[src/rtl/bit_serial_adder_if.sv]
// Handshake and operand/result bundle for the bit-serial adder.
// The controller uses the master side; the adder uses the slave side.
interface bit_serial_adder_if #(
  parameter int WIDTH = 8
);
  logic             start;
  logic [WIDTH-1:0] a;
  logic [WIDTH-1:0] b;
  logic             busy;
  logic             done;
  logic [WIDTH-1:0] sum;
  logic             cout;

  modport master (output start, a, b, input busy, done, sum, cout);
  modport slave  (input start, a, b, output busy, done, sum, cout);
endinterface

[src/rtl/bit_serial_adder.sv]
// LSB-first bit-serial adder: one full-adder cell and a carry flop, one bit per clock.
// The result registers hold their value until the next operation completes.
//
// state  | meaning
// IDLE   | waiting for start; result registers hold the last sum
// RUN    | one operand bit pair added per cycle, LSB first
// DONE   | one-cycle done pulse; start here launches the next add
module bit_serial_adder #(
  parameter int WIDTH = 8
) (
  input  logic              clk,
  input  logic              rst_n,
  bit_serial_adder_if.slave bus
);
  localparam int CW = (WIDTH > 1) ? $clog2(WIDTH) : 1;

  typedef enum logic [1:0] {
    S_IDLE = 2'd0,
    S_RUN  = 2'd1,
    S_DONE = 2'd2
  } state_t;

  state_t           state_q, state_d;
  logic [WIDTH-1:0] sa_q, sa_d;
  logic [WIDTH-1:0] sb_q, sb_d;
  logic [WIDTH-1:0] acc_q, acc_d;
  logic [WIDTH-1:0] sum_q, sum_d;
  logic [CW-1:0]    cnt_q, cnt_d;
  logic             c_q, c_d;
  logic             cout_q, cout_d;

  logic             load;
  logic             last_bit;
  logic             ha0_s, ha0_c, ha1_c;
  logic             fa_s, fa_c;
  logic [WIDTH-1:0] acc_shift;

  // Full adder built from two half adders plus an OR for the carry.
  assign ha0_s     = sa_q[0] ^ sb_q[0];
  assign ha0_c     = sa_q[0] & sb_q[0];
  assign fa_s      = ha0_s ^ c_q;
  assign ha1_c     = ha0_s & c_q;
  assign fa_c      = ha0_c | ha1_c;
  assign acc_shift = {fa_s, acc_q[WIDTH-1:1]};

  assign load     = bus.start && (state_q != S_RUN);
  assign last_bit = (cnt_q == CW'(WIDTH - 1));

  always_ff @(posedge clk or negedge rst_n) begin
    if (!rst_n) begin
      state_q <= S_IDLE;
    end else begin
      state_q <= state_d;
    end
  end

  always_comb begin
    state_d = state_q;
    case (state_q)
      S_IDLE:  if (load) state_d = S_RUN;
      S_RUN:   if (last_bit) state_d = S_DONE;
      S_DONE:  state_d = load ? S_RUN : S_IDLE;
      default: state_d = S_IDLE;
    endcase
  end

  always_comb begin
    bus.busy = (state_q == S_RUN);
    bus.done = (state_q == S_DONE);
  end

  assign bus.sum  = sum_q;
  assign bus.cout = cout_q;

  always_comb begin
    sa_d   = sa_q;
    sb_d   = sb_q;
    acc_d  = acc_q;
    c_d    = c_q;
    cnt_d  = cnt_q;
    sum_d  = sum_q;
    cout_d = cout_q;
    if (load) begin
      sa_d  = bus.a;
      sb_d  = bus.b;
      acc_d = '0;
      c_d   = 1'b0;
      cnt_d = '0;
    end else if (state_q == S_RUN) begin
      sa_d  = {1'b0, sa_q[WIDTH-1:1]};
      sb_d  = {1'b0, sb_q[WIDTH-1:1]};
      acc_d = acc_shift;
      c_d   = fa_c;
      if (last_bit) begin
        sum_d  = acc_shift;
        cout_d = fa_c;
      end else begin
        cnt_d = cnt_q + CW'(1);
      end
    end
  end

  always_ff @(posedge clk or negedge rst_n) begin
    if (!rst_n) begin
      sa_q   <= '0;
      sb_q   <= '0;
      acc_q  <= '0;
      c_q    <= 1'b0;
      cnt_q  <= '0;
      sum_q  <= '0;
      cout_q <= 1'b0;
    end else begin
      sa_q   <= sa_d;
      sb_q   <= sb_d;
      acc_q  <= acc_d;
      c_q    <= c_d;
      cnt_q  <= cnt_d;
      sum_q  <= sum_d;
      cout_q <= cout_d;
    end
  end
endmodule

[src/flat_wrapper.sv]
// flat-port wrapper written by rule: the top's interface ports become plain ports
module bit_serial_adder_flat 
#(
  parameter int WIDTH = 8
)
  (clk, rst_n, bus_start, bus_a, bus_b, bus_busy, bus_done, bus_sum, bus_cout);
  bit_serial_adder_if #(.WIDTH(WIDTH)) bus_i ();
  input  logic clk;
  input  logic rst_n;
  input wire logic [$bits(bus_i.start)-1:0] bus_start;
  input wire logic [$bits(bus_i.a)-1:0] bus_a;
  input wire logic [$bits(bus_i.b)-1:0] bus_b;
  output wire logic [$bits(bus_i.busy)-1:0] bus_busy;
  output wire logic [$bits(bus_i.done)-1:0] bus_done;
  output wire logic [$bits(bus_i.sum)-1:0] bus_sum;
  output wire logic [$bits(bus_i.cout)-1:0] bus_cout;
  assign bus_i.start = bus_start;
  assign bus_i.a = bus_a;
  assign bus_i.b = bus_b;
  assign bus_busy = bus_i.busy;
  assign bus_done = bus_i.done;
  assign bus_sum = bus_i.sum;
  assign bus_cout = bus_i.cout;
  bit_serial_adder #(.WIDTH(WIDTH)) u_core (.clk(clk), .rst_n(rst_n), .bus(bus_i));
endmodule
[config.mk]
export PLATFORM = sky130hd
export DESIGN_NAME = bit_serial_adder_flat
export DESIGN_NICKNAME = d
export VERILOG_FILES = /design/src/rtl/bit_serial_adder_if.sv /design/src/rtl/bit_serial_adder.sv /design/src/flat_wrapper.sv
export SDC_FILE = /design/constraint.sdc
export NUM_CORES = 1
export LEC_CHECK = 0
export BUFFER_PORTS_ARGS = -buffer_cell sky130_fd_sc_hd__buf_2
export CORE_ASPECT_RATIO = 1.2
export CORE_UTILIZATION = 50
export DETAILED_ROUTE_END_ITERATION = 12
export GPL_TIMING_DRIVEN = 0
export PLACE_DENSITY_LB_ADDON = 0.15
export SYNTH_ARGS = -nofsm -noshare
export SYNTH_HDL_FRONTEND = slang
export SYNTH_SLANG_ARGS = --single-unit
[constraint.sdc]
create_clock -name clk -period 4.55 [get_ports clk]
set_input_delay 0.6825 -clock clk [delete_from_list [all_inputs] [get_ports clk]]
set_output_delay 0.6825 -clock clk [all_outputs]
set_load 0.05 [all_outputs]
# Word level (Yosys, flattened, before mapping)
# Index checks and enable logic that the tools add are counted.
# Widths: inputs -> output; s select.
# word_totals
reg_bits	39
output_inout_bits	11
wordCells	43
# op_classes
add_sub_neg	1
n_eq_ne	7
n_mux	15
bitwise_logic	6
reduce_logical	6
# ops
op	count
$mux 8	6
$mux 3	3
$ne 2x1->1 const B	4
$pmux 2 s3	1
$mux 2	2
$reduce_and 2->1	2
$add 3x1->3 const B	1
$eq 3x3->1 const B	1
$mux 1	3
$reduce_and 3->1	1
$and 1x1->1	2
$eq 2x1->1 const B	1
$eq 2x2->1 const B	1
$logic_not 2->1	1
$reduce_bool 2->1	1
$xor 1x1->1	2
$logic_and 1x1->1	1
$not 1->1	1
$or 1x1->1	1

# Logic depth before layout (Yosys ltp)
# depth
ltp_word	5
depth_mapped	6
mapped_depth_nobuf	4

# Least setup slack after synthesis
# No wires, ideal clock.
# synth_path
path_type	register to output
startpoint	register u_core.state_q[1]
endpoint	output port bus_busy
t_arrival_ns	1.155
required_ns	3.868
slack_ns	2.713
stages_incl_launch_ff	5
path_buffers	2
cell_sequence	dfrtp_1 nand2b_1 buf_4 buf_6 inv_1
# synth_via
elab_chain_cells	1
# synth_rtl
item	line	text
start, declared	bit_serial_adder.sv:23	state_t state_q, state_d;
start signal, assigned	bit_serial_adder.sv:53	state_q <= state_d;
$eq 2x1->1	bit_serial_adder.sv:68	bus.busy = (state_q == S_RUN);
end, declared	flat_wrapper.sv:13	output wire logic [$bits(bus_i.busy)-1:0] bus_busy;
# Every way passes these cells.

# Worst setup path in the final report
# Ends and elaborated chain as after synthesis.

==> impl_metrics.sql <==
INSERT INTO impl_metrics (metric_group, metric, value, unit) VALUES
('setup_path', 'reg2reg_from', 'u_core.cnt_q[0]', ''),
('routing', 'detail_route.wl_per_cell', '14.9', 'µm'),
('timing', 'timing.setup.tns', '0', 'ps'),
('setup_path', 'crit_family', 'buffers and inverters', ''),
('synth', 'synthMuxAreaShare', '0.343', ''),
('cts', 'tritoncts', 'done', ''),
('synth', 'synth-compound-area-share', '0.00345', ''),
('global_route', 'global_route.overflow_total', '0', ''),
('finish', 'num-nets-final', '179', ''),
('cts', 'holdBufCountCts', '0', ''),
('routing', 'dr.pass1.iters', '7', ''),
('pwr', 'comb_power_share', '0.444', ''),
('timing', 'relSlewSlack', '0.448', ''),
('routing', 'drt-vias-per-instance', '5.22', ''),
('finish', 'fin_util', '0.616', ''),
('synth', 'cell_area_after_synthesis', '1820', 'µm²'),
('setup_path', 'max_stage_delay', '390', 'ps'),
('placement', 'place.detailed.hpwl', '2050', 'µm'),
('synth', 'synthesized_net_count', '144', ''),
('global_route', 'global_route.usage.total', '0.179', ''),
('finish', 'antenna_cells', '0', ''),
('routing', 'remaining_drc_errors', '6', ''),
('pwr', 'clock_power_share', '0.162', ''),
('cts', 'postCtsResizedCells', '0', ''),
('floorplanning', 'io_pins', '30', ''),
('run_status', 'failed_checks', 'DRC', ''),
('placement', 'gp_congestion', '0.665', ''),
('cts', 'inserted_clock_buffers', '5', ''),
('setup_path', 'critPathArrivalTime', '1560', 'ps'),
('pwr', 'power.leakage', '1.08', 'nW'),
('timing', 'hold-worst-slack', '491', 'ps'),
('global_route', 'grt_antenna_before_repair', '0', ''),
('run_status', 'run_status', 'finished, violations left', ''),
('synth', 'average_footprint_of_a_synthesized_cell', '14.9', 'µm²'),
('routing', 'final_antenna_net_count', '0', ''),
('pwr', 'p_sw_frac', '0.359', ''),
('cts', 'clkSlewWorstSetupHoldPaths', '70', 'ps'),
('placement', 'placed_cells', '187', ''),
('routing', 'wl_final', '2910', 'µm'),
('timing', 'timing.fmax', '0.446', 'GHz'),
('pwr', 'seqPwrFrac', '0.394', ''),
('pwr', 'totalPowerFinal', '1.44', 'mW'),
('synth', 'synthesis.yosys.warnings', '0', ''),
('synth', 'seq_total_area_yosys', '0.524', ''),
('synth', 'synthCells', '122', ''),
('cts', 'cts_max_path_buffers', '2', ''),
('pwr', 'worst_ir_drop_vdd', '0.294', 'mV'),
('synth', 'yosysUniqueCellTypes', '19', ''),
('placement', 'buffer_ports.inserted', '28', ''),
('setup_path', 'critical_path.endpoint_type', 'output pin', ''),
('setup_path', 'critical_path_class', 'flop to output pin', ''),
('floorplanning', 'chipWidth', '57.0', 'µm'),
('synth', 'synth-xor-area-share', '0.00482', ''),
('finish', 'syn_to_final_growth', '15.3', '%'),
('cts', 'cts.sink_count', '38', ''),
('timing', 'finClkSkew', '6.69', 'ps'),
('synth', 'post_synth_and_or_nand_nor_area_fraction', '0.0551', ''),
('floorplanning', 'die-area', '3880', 'µm²'),
('run', 'drv.max_cap_violation_count', '0', ''),
('timing', 'rsz0062_at_grt', 'false', ''),
('floorplanning', 'die_height', '68.0', 'µm'),
('timing', 'report.final.slew_viol_count', '0', ''),
('setup_path', 'cp_cell_sequence', 'nand2b_1, buf_4, buf_6, inv_1, buf_2', ''),
('synth', 'ys_seq_elements', '38', ''),
('floorplanning', 'core', '3400', 'µm²'),
('setup_path', 'worstPathMaxFanout', '10', ''),
('setup_path', 'rr_endpoint', 'u_core.bus.sum[3]', ''),
('synth', 'share_of_synthesized_cell_area_in_full_adder_half_adder_and_majority_cells', '0.0248', ''),
('cts', 'cts-root-buf', 'sky130_fd_sc_hd__clkbuf_8', ''),
('cts', 'h-tree-depth', '2', ''),
('pwr', 'power_report.internal_total', '921', 'µW');
[through the flow]
| stage | setup slack (ps) | area (µm²) |
|---|---|---|
| after floorplan | 2710 | 1820 |
| after global placement | 2640 | 2000 |
| after detailed placement | 2610 | 2000 |
| after CTS | 2280 | 2090 |
| after global routing | 2230 | 2090 |
| final | 2310 | 2090 |
[state kept, by name, indices dropped and copies added, names as in the netlist]
name,flops
u_core.bus.sum,8
u_core.sa_q,8
u_core.sb_q,8
u_core.acc_q,7
u_core.cnt_q,3
u_core.state_q,2
u_core.bus.cout,1
u_core.c_q,1
[final cells by class]
class / instances / area, µm²
inverter: 3 / 11.3
buffer: 8 / 71.3
sequential: 38 / 951
fill: 293 / 1300
clock inverter: 1 / 5.00
timing repair buffer: 28 / 140
clock buffer: 7 / 86.3
multi-input combinational: 73 / 782
tap: 37 / 46.3
[cells in the final DEF (no fill, tap or decap)]
| cell type | Yosys | final |
|---|---|---|
| sky130_fd_sc_hd__dfrtp_1 | 38 | 38 |
| sky130_fd_sc_hd__mux2_2 | 32 | 32 |
| sky130_fd_sc_hd__buf_2 | 3 | 31 |
| sky130_fd_sc_hd__mux2_4 | 12 | 12 |
| sky130_fd_sc_hd__mux2i_1 | 7 | 7 |
| sky130_fd_sc_hd__nor2b_1 | 6 | 6 |
| sky130_fd_sc_hd__clkbuf_8 | 0 | 6 |
| sky130_fd_sc_hd__nand2b_1 | 4 | 4 |
| sky130_fd_sc_hd__buf_6 | 3 | 3 |
| sky130_fd_sc_hd__inv_1 | 3 | 3 |
| sky130_fd_sc_hd__and2b_1 | 3 | 3 |
| sky130_fd_sc_hd__nor2_1 | 2 | 2 |
| sky130_fd_sc_hd__ha_1 | 2 | 2 |
| sky130_fd_sc_hd__buf_4 | 1 | 1 |
| sky130_fd_sc_hd__buf_8 | 1 | 1 |
| sky130_fd_sc_hd__o22ai_1 | 1 | 1 |
| sky130_fd_sc_hd__nand3b_1 | 1 | 1 |
| sky130_fd_sc_hd__mux2_1 | 1 | 1 |
| sky130_fd_sc_hd__xor2_1 | 1 | 1 |
| sky130_fd_sc_hd__fa_1 | 1 | 1 |
| sky130_fd_sc_hd__clkinv_2 | 0 | 1 |
| sky130_fd_sc_hd__clkbuf_1 | 0 | 1 |
[power by group through the flow]
stage | logic (mW) | registers [mW] | clock network (mW)
floorplan | 0.405 | 0.678 | 0
global route | 0.690 | 0.587 | 0.259
finish | 0.639 | 0.567 | 0.233
CTS | 0.647 | 0.571 | 0.242
detailed placement | 0.644 | 0.578 | 0
global placement | 0.624 | 0.565 | 0
[routing by layer]
layer | track usage | part of all wire | up-vias
met5 | 0 | 0 | -
met4 | 0.0915 | 0.015 | 0
met3 | 0.0567 | 0.043 | 4
met2 | 0.291 | 0.50 | 21
met1 | 0.216 | 0.44 | 507
li1 | - | - | 485
[synthesized netlist by cell type, drive strengths merged]
master | instances | area, µm²
nand2b | 4 | 25.0
and2b | 3 | 22.5
buf | 8 | 71.3
o22ai | 1 | 6.26
xor2 | 1 | 8.76
mux2 | 45 | 552
nor2 | 2 | 7.51
nor2b | 6 | 37.5
ha | 2 | 25.0
dfrtp | 38 | 951
mux2i | 7 | 70.1
fa | 1 | 20.0
nand3b | 1 | 7.51
inv | 3 | 11.3
[cells by family (layout without fill, tap and decap cells)]
kind of cell               after synthesis  count (layout)
AOI/OAI and AO/OA                        1               1
adders and majority gates                3               3
and+or+nand+nor                         16              16
xor gates and xnor gates                 1               1
DFF                                     38              38
muxes                                   52              52
buffers and inverters                   11              47
[how the worst max path moves through the flow]
stage,startpoint,to,depth (start not counted)
floorplan,u_core.state_q[1],bus_busy,4
global placement,u_core.state_q[1],bus_busy,5
detailed placement,u_core.state_q[1],bus_busy,5
CTS,u_core.state_q[1],bus_busy,5
global route,u_core.state_q[1],bus_busy,5
finish,u_core.state_q[1],bus_busy,5
No activity file was read; power rests on OpenSTA's default activity.
